$ cat src/rtl/clk_div_pkg.sv
// Shared constants for the multi-channel clock divider.
package clk_div_pkg;
  localparam logic MODE_TOGGLE  = 1'b0;
  localparam logic MODE_PULSE   = 1'b1;
  localparam int   DEF_WIDTH    = 8;
  localparam int   DEF_CHANNELS = 2;
endpackage

$ cat src/rtl/clk_div_channel.sv
// One divider channel: counter, active/shadow divisor and mode, registered outputs.
module clk_div_channel
  import clk_div_pkg::*;
#(
  parameter int WIDTH = DEF_WIDTH
) (
  input  logic             clk,
  input  logic             rst_n,
  input  logic             en,
  input  logic             sync,
  input  logic             ld,
  input  logic [WIDTH-1:0] ld_value,
  input  logic             ld_mode,
  output logic             clk_out,
  output logic             tick
);

  logic [WIDTH-1:0] cnt, act_d, shd_d;
  logic             act_mode, shd_mode;
  logic             wrap, apply, nxt_mode;
  logic [WIDTH-1:0] nxt_d;

  // Wrap/apply decode; a load in the same cycle writes straight through to the active copy.
  always_comb begin
    wrap     = en && !sync && (cnt == act_d);
    apply    = wrap || !en || sync;
    nxt_d    = ld ? ld_value : shd_d;
    nxt_mode = ld ? ld_mode  : shd_mode;
  end

  // Counter, divisor shadow/active copies and output generation.
  always_ff @(posedge clk) begin
    if (!rst_n) begin
      cnt      <= '0;
      act_d    <= '0;
      shd_d    <= '0;
      act_mode <= MODE_TOGGLE;
      shd_mode <= MODE_TOGGLE;
      clk_out  <= 1'b0;
      tick     <= 1'b0;
    end else begin
      shd_d    <= nxt_d;
      shd_mode <= nxt_mode;
      if (apply) begin
        act_d    <= nxt_d;
        act_mode <= nxt_mode;
      end
      if (sync || !en) begin
        cnt     <= '0;
        tick    <= 1'b0;
        clk_out <= 1'b0;
      end else if (wrap) begin
        // The period that just ended uses the mode it was running with.
        cnt     <= '0;
        tick    <= 1'b1;
        clk_out <= (act_mode == MODE_PULSE) ? 1'b1 : ~clk_out;
      end else begin
        cnt  <= cnt + WIDTH'(1);
        tick <= 1'b0;
        if (act_mode == MODE_PULSE) clk_out <= 1'b0;
      end
    end
  end

endmodule

$ cat src/rtl/clk_div_multi.sv
// CHANNELS independent programmable dividers sharing one load port and sync strobe.
module clk_div_multi
  import clk_div_pkg::*;
#(
  parameter  int WIDTH    = DEF_WIDTH,
  parameter  int CHANNELS = DEF_CHANNELS,
  localparam int SELW     = (CHANNELS > 1) ? $clog2(CHANNELS) : 1
) (
  input  logic                clk,
  input  logic                rst_n,
  input  logic [CHANNELS-1:0] ch_en,
  input  logic                div_load,
  input  logic [SELW-1:0]     div_sel,
  input  logic [WIDTH-1:0]    div_value,
  input  logic                div_mode,
  input  logic                sync,
  output logic [CHANNELS-1:0] clk_out,
  output logic [CHANNELS-1:0] tick
);

  logic [CHANNELS-1:0] ld;

  // Load decode; div_sel values with no matching channel select nothing.
  always_comb begin
    ld = '0;
    for (int c = 0; c < CHANNELS; c++)
      ld[c] = div_load && (div_sel == SELW'(c));
  end

  for (genvar c = 0; c < CHANNELS; c++) begin : g_ch
    clk_div_channel #(.WIDTH(WIDTH)) u_ch (
      .clk      (clk),
      .rst_n    (rst_n),
      .en       (ch_en[c]),
      .sync     (sync),
      .ld       (ld[c]),
      .ld_value (div_value),
      .ld_mode  (div_mode),
      .clk_out  (clk_out[c]),
      .tick     (tick[c])
    );
  end

endmodule

$ cat config.mk
export PLATFORM = sky130hd
export DESIGN_NAME = clk_div_multi
export DESIGN_NICKNAME = d
export VERILOG_FILES = /design/src/rtl/clk_div_pkg.sv /design/src/rtl/clk_div_channel.sv /design/src/rtl/clk_div_multi.sv
export SDC_FILE = /design/constraint.sdc
export NUM_CORES = 1
export LEC_CHECK = 0
export BUFFER_PORTS_ARGS = -buffer_cell sky130_fd_sc_hd__buf_4
export CAP_MARGIN = 30
export CORE_MARGIN = 1.5
export CORE_UTILIZATION = 28
export CTS_BUF_LIST = sky130_fd_sc_hd__clkbuf_2 sky130_fd_sc_hd__clkbuf_4 sky130_fd_sc_hd__clkbuf_8
export DETAILED_ROUTE_END_ITERATION = 8
export PLACE_DENSITY_LB_ADDON = 0.12
export SYNTH_ARGS = -nofsm -noshare
export SYNTH_HDL_FRONTEND = slang
export SYNTH_SLANG_ARGS = --single-unit
$ cat constraint.sdc
create_clock -name clk -period 1.45 [get_ports clk]
set_clock_uncertainty 0.15 [all_clocks]
set_input_delay 0.0725 -clock clk [delete_from_list [all_inputs] [get_ports clk]]
set_output_delay 0.0725 -clock clk [all_outputs]
set_load 0.005 [all_outputs]
Word level (Yosys, flattened, before mapping)
Index checks and enable logic that the tools add are counted.
{"block": "totals", "word_cells": 55, "output_inout_bits": 4, "regBits": 56, "input_bits": 16}
{"block": "classes", "n_reduce_logical": 21, "muxes": 12, "bitwise": 4, "n_addsub": 2, "eq_ne": 2}
{"operator": "adder 8 x 1 -> 8 bit, second input constant", "count": 2}
{"operator": "equality test 8 bit", "count": 2}
{"operator": "two-way mux 8 bit", "count": 2}
{"operator": "two-way mux 1 bit", "count": 10}
{"operator": "logical AND 1 bit", "count": 6}
{"operator": "logical OR 1 bit", "count": 6}
{"operator": "OR reduction 3 bit", "count": 2}
{"operator": "inverter 1 bit", "count": 4}
{"operator": "nonzero test 2 bit", "count": 2}
{"operator": "OR reduction 2 bit", "count": 2}
{"operator": "zero test 1 bit", "count": 3}

Depth between registers and ports, before layout
{"block": "logic_depth", "depth_word": 5, "ltp_mapped": 5, "depth_no_buf": 5}

Cells and area by module
A second synthesis with hierarchy kept.
{"block": "unflattened", "cells_unflattened": 218, "area_unflattened_um2": 2230.9}
{"mod": "clk_div_channel", "cells_each": 108, "seq_area_each_um2": 560.5, "area_each_um2": 1107.3, "instances": 2}
{"mod": "clk_div_multi", "cells_each": 2, "seq_area_each_um2": 0.0, "area_each_um2": 16.3, "instances": 1}

Least setup slack after synthesis
No wires, ideal clock.
{"block": "synth_timing", "path_type": "flip-flop to flip-flop", "from": "reg g_ch[1].u_ch.cnt[0]", "to": "reg g_ch[1].u_ch.act_d[7]", "path_slack_ns": -0.038, "t_arrival_ns": 1.221, "stages_incl_launch_ff": 6, "setup_ns": 0.118, "t_required_ns": 1.182, "path_buffers": 1, "period_less_slack_ns": 1.488, "cell_sequence": "dfxtp_1 > xnor2_1 > nand4_2 > o21bai_2 > buf_6 > a2bb2oi_1"}
{"block": "synth_between", "elab_chain_len": 4}
{"element": "start: declaration", "line": "clk_div_channel.sv:18", "rtl": "logic [WIDTH-1:0] cnt, act_d, shd_d;"}
{"element": "start signal: assignment", "line": "clk_div_channel.sv:58", "rtl": "cnt <= cnt + WIDTH'(1);"}
{"element": "equality test 8 bit", "line": "clk_div_channel.sv:25", "rtl": "wrap = en && !sync && (cnt == act_d);"}
{"element": "logical AND 1 bit", "line": "clk_div_channel.sv:25"}
{"element": "logical OR 1 bit (2 in a row)", "line": "clk_div_channel.sv:26", "rtl": "apply = wrap || !en || sync;"}
{"element": "end signal: assignment", "line": "clk_div_channel.sv:45", "rtl": "act_d <= nxt_d;"}
{"element": "end: declaration", "line": "clk_div_channel.sv:18"}
Every way passes these cells.
A chain may end at the register's enable or synchronous reset.

Worst setup path after layout
{"block": "layout_timing", "from": "reg g_ch[0].u_ch.cnt[0]", "to": "reg g_ch[0].u_ch.act_d[4]"}
{"block": "layout_between", "elab_chain_len": 4}
{"element": "start: declaration", "line": "clk_div_channel.sv:18"}
{"element": "start signal: assignment", "line": "clk_div_channel.sv:58"}
{"element": "equality test 8 bit", "line": "clk_div_channel.sv:25"}
{"element": "logical AND 1 bit", "line": "clk_div_channel.sv:25"}
{"element": "logical OR 1 bit (2 in a row)", "line": "clk_div_channel.sv:26"}
{"element": "end signal: assignment", "line": "clk_div_channel.sv:45"}
{"element": "end: declaration", "line": "clk_div_channel.sv:18"}
Every way passes these cells.

==> results.env <==
RUN_STATUS='finished with violations'
FAILING_CHECKS='negative setup slack'
YOSYS_REGISTER_BITS=56
COUNT_OF_FLIP_FLOPS_WITH_A_BUILT_IN_ENABLE_AFTER_SYNTHESIS=0
PWR_DENSITY_CELL_nW_PER_UM2=976
DRIVE_GT1_SHARE_PCT=39.4
MAX-CLOCK-PATH-BUFFERS=2
TIMING.SLEW.HEADROOM_PCT=75.3
TIMING.REG2REG.SETUP_SLACK_NS=-0.04
FINAL-SEQ-AREA_UM2=1150
FINALCRITPERIODSHARE_PCT=103
DRT_DRC_VIOLATIONS_LEFT=0
NUM_ANTENNA_CELLS=0
WORST_HOLD_PATH_TYPE='input pin to register'
N_FILL_CELL=798
START_POINT_OF_THE_WORST_MIN_DELAY_PATH='sync'
P_LEAK_nW=1.34
FIRST_PASS_ITERS=4
TRITONCTS_NUM_SINKS=56
START_UTIL_PCT=29.2
TIGHTESTPINTRANSITION_NS=0.370
DIE-AREA_UM2=8650
CTS_INSERTED_BUFFERS=5
ANTENNA_VIOLATIONS_BEFORE_REPAIR=0
DP_WORST_SETUP_SLACK_NS=-0.0871
FIN_AREA_UM2=3150
HOLD_END='g_ch[0].u_ch.act_mode'
WORST-PATH-MAX-FANOUT=5
TOTAL_CELL_AREA_AT_THE_PLACEMENT_STAGE_UM2=2700
DRT-VIAS-PER-INSTANCE=4.36
LAYOUT.CELLS.MOST_COMMON_LIST='buf_4 (45), dfxtp_1 (30), dfxtp_2 (26)'
PERIOD_NEEDED_NS=1.49
MAX_CAP_VIOL_COUNT=0
DETAIL-ROUTE-ANTENNA-NETS=0
REGTOREGSTARTPOINT='g_ch[0].u_ch.cnt[0]'
ROOT_BUFFER='clkbuf_8'
DR.FIRST_ITER.DRC_COUNT=39
FINALWORSTSETUPSLACK_NS=-0.0399
TOTAL_NUMBER_OF_CELLS_ALONG_THE_WORST_SETUP_PATH=5
LAYOUT-AREA-OVERHEAD-VS-SYNTH_PCT=38.7
GRT_PASS1_VIAS=1671
POST_SYNTH_INSTANCE_AREA_UM2=2270
CRIT_CHAIN='xnor2_2, nand4_1, o21ai_2, buf_6, o22a_1'
SYNTH-MAIN-FF-CELL='dfxtp_1'
PATH_BUF_INV=1
ROWS=32
WHS_PATH_DEPTH=5
IR_WORST_VDD_uV=412
CRITICAL_PATH_ARRIVAL_NS=1.59
CTS_TREE='built'
FIN_NETS=305
GRT_REMAINING_OVERFLOW=0
GLOBALPLACE.CONGESTION=0.709
MULTIINPUTGATEAREA_UM2=1210
GRT_PASS1_WL_MM=7.86
SYNTHESIS.AREA_PER_INSTANCE_UM2=10.0
SYNTHCELLS=226
CRIT_TYPE='register to register'
ROUTEDWLPERCELL_UM=11.8
REG2REG_TO='g_ch[0].u_ch.act_d[4]'
WORST_PATH_DOMINANT_CELL_FAMILY='compound AO/OA/AOI/OAI gates'
SETUP_VIOLATING_ENDPOINT_COUNT_IN_THE_FINAL_REPORT=11
CORE_AREA_UM2=7770
MAPPEDNETLISTNETS=244
CLKLATENCYLATEPIN_NS=0.30
IO_BUFFERS=19
WORST_SETUP_PATH_START_KIND='register'
TIMING.CRITICAL_PATH.FROM='g_ch[0].u_ch.cnt[0]'
GRT.TOTAL_USAGE_PCT=11.7
CP_SLOWEST_STAGE_DELAY_NS=0.35
FINALWIRELENGTH_MM=4.60
HOLD_VIOLATIONS=0
GRT_START_MAX_NET_PINS=16
TIMING.REG2REG.WORST_PATH_DEPTH=5
YS_SEQ_AREA_SHARE_PCT=49.4
GRT_SETUP_UNREPAIRED='true'
YOSYS_WARNINGS=0
YS_ASYNC_SR_FRACTION_PCT=0
CLOCK_TREE.HTREE_LEVEL_COUNT=2
HIGHEST_DELAY_CELL_ALONG_THE_CRITICAL_PATH='dfxtp_2'
LAYOUT_COMMONEST_CELL='buf_4'
DETAILEDPLACEMENTHPWL_MM=3.34
CLOCK.FMAX_GHz=0.671
SYNTHDISTINCTLIBCELLS=36
FINAL_MAX_SLEW_VIOL_COUNT=0
DIEWIDTH_UM=93.0
CLK_PIN_SLEW_WORST_PATHS_NS=0.09
DETAILROUTE.VIA_COUNT=1696
CP-END-KIND='register'
WORSTPATHREQUIRED_NS=1.55
DIE_Y_UM=93.0
IOPINCOUNT=20
flip-flops by register name (all words and copies together) (netlist names):
register,cells
g_ch.u_ch.act_d,16
g_ch.u_ch.act_mode,2
g_ch.u_ch.clk_out,2
g_ch.u_ch.cnt,16
g_ch.u_ch.shd_d,16
g_ch.u_ch.shd_mode,2
g_ch.u_ch.tick,2
kinds of logic after synthesis:
kind of cell	Yosys count	synth area share, %
compound gates	36	12.8
xor+xnor	28	10.8
fa+ha+maj	2	1.10
buf+inv	20	4.64
flops	56	49.4
mux	9	3.97
simple gates	75	17.2
timing repair:
item | in CTS | in global routing
setup endpoints to repair | 23 | 35
hold buffers | 12 | 1
cloned | 1 | 0
pin swaps | 18 | 13
endpoints found under the hold margin | 22 | 1
gates resized for setup | 32 | 25
setup buffers | 1 | 1
metal layers:
| layer | GRT usage (%) | up-vias | share of wire [%] |
|---|---|---|---|
| met2 | 17.6 | 22 | 42 |
| met1 | 16.0 | 783 | 53 |
| met4 | 3.79 | 0 | 1.0 |
| li1 | - | 887 | - |
| met3 | 3.25 | 4 | 3.6 |
| met5 | 0 | - | 0 |
synth_stat cells (all sizes together), types with 3 or more instances:
cell | number | share of area (%)
nor2 | 14 | 2.3
xor2 | 8 | 3.1
nand2 | 22 | 3.8
nand4 | 5 | 1.7
and4 | 3 | 1.3
o21ai | 4 | 1.2
a2bb2oi | 9 | 3.5
a21boi | 9 | 3.0
inv | 10 | 1.7
a21oi | 3 | 0.83
o22a | 9 | 3.5
nor2b | 4 | 1.1
nand2b | 9 | 2.5
xnor2 | 20 | 7.7
mux2i | 9 | 4.0
buf | 8 | 2.6
nand3 | 7 | 1.5
dfxtp | 56 | 49
and3 | 3 | 0.83
cell type report:
cell class              count  area share (%)
flip-flops and latches     56            36.7
well taps                 102            4.06
inverters                  10            1.19
multi-input cells         150            38.3
clock buffers               6            2.43
repair buffers             64            17.1
clock inverters             1           0.159
report_power, final:
part           switching (mW)  internal [mW]
clock network           0.465          0.349
logic                   0.241          0.326
registers              0.0575           1.63
worst max path at each step:
stage / endpoint
floorplan: g_ch[1].u_ch.act_d[7]
global placement: g_ch[0].u_ch.act_d[4]
detailed placement: g_ch[0].u_ch.act_d[4]
CTS: g_ch[1].u_ch.clk_out
global route: g_ch[0].u_ch.act_d[0]
finish: g_ch[0].u_ch.act_d[4]
worst register-to-register path, cell delays in order (launching register included):
cell     delay [ns]
dfxtp_2        0.35
xnor2_2        0.17
nand4_1        0.24
o21ai_2        0.26
buf_6          0.15
o22a_1         0.12
through the flow:
step	instances	hold WS [ns]	setup TNS [ns]	utilization, %	total power, mW
after floorplan	226	0.0844	0	-	1.99
final	389	0.0936	-0.290	40.5	3.07
after CTS	388	0.0494	-0.162	39.1	3.08
after global placement	367	0.207	-0.714	34.8	2.16
after detailed placement	367	0.209	-1.06	34.8	2.16
after global routing	389	0.0984	-1.56	40.5	3.24
Power figures use the tool's default switching activity.
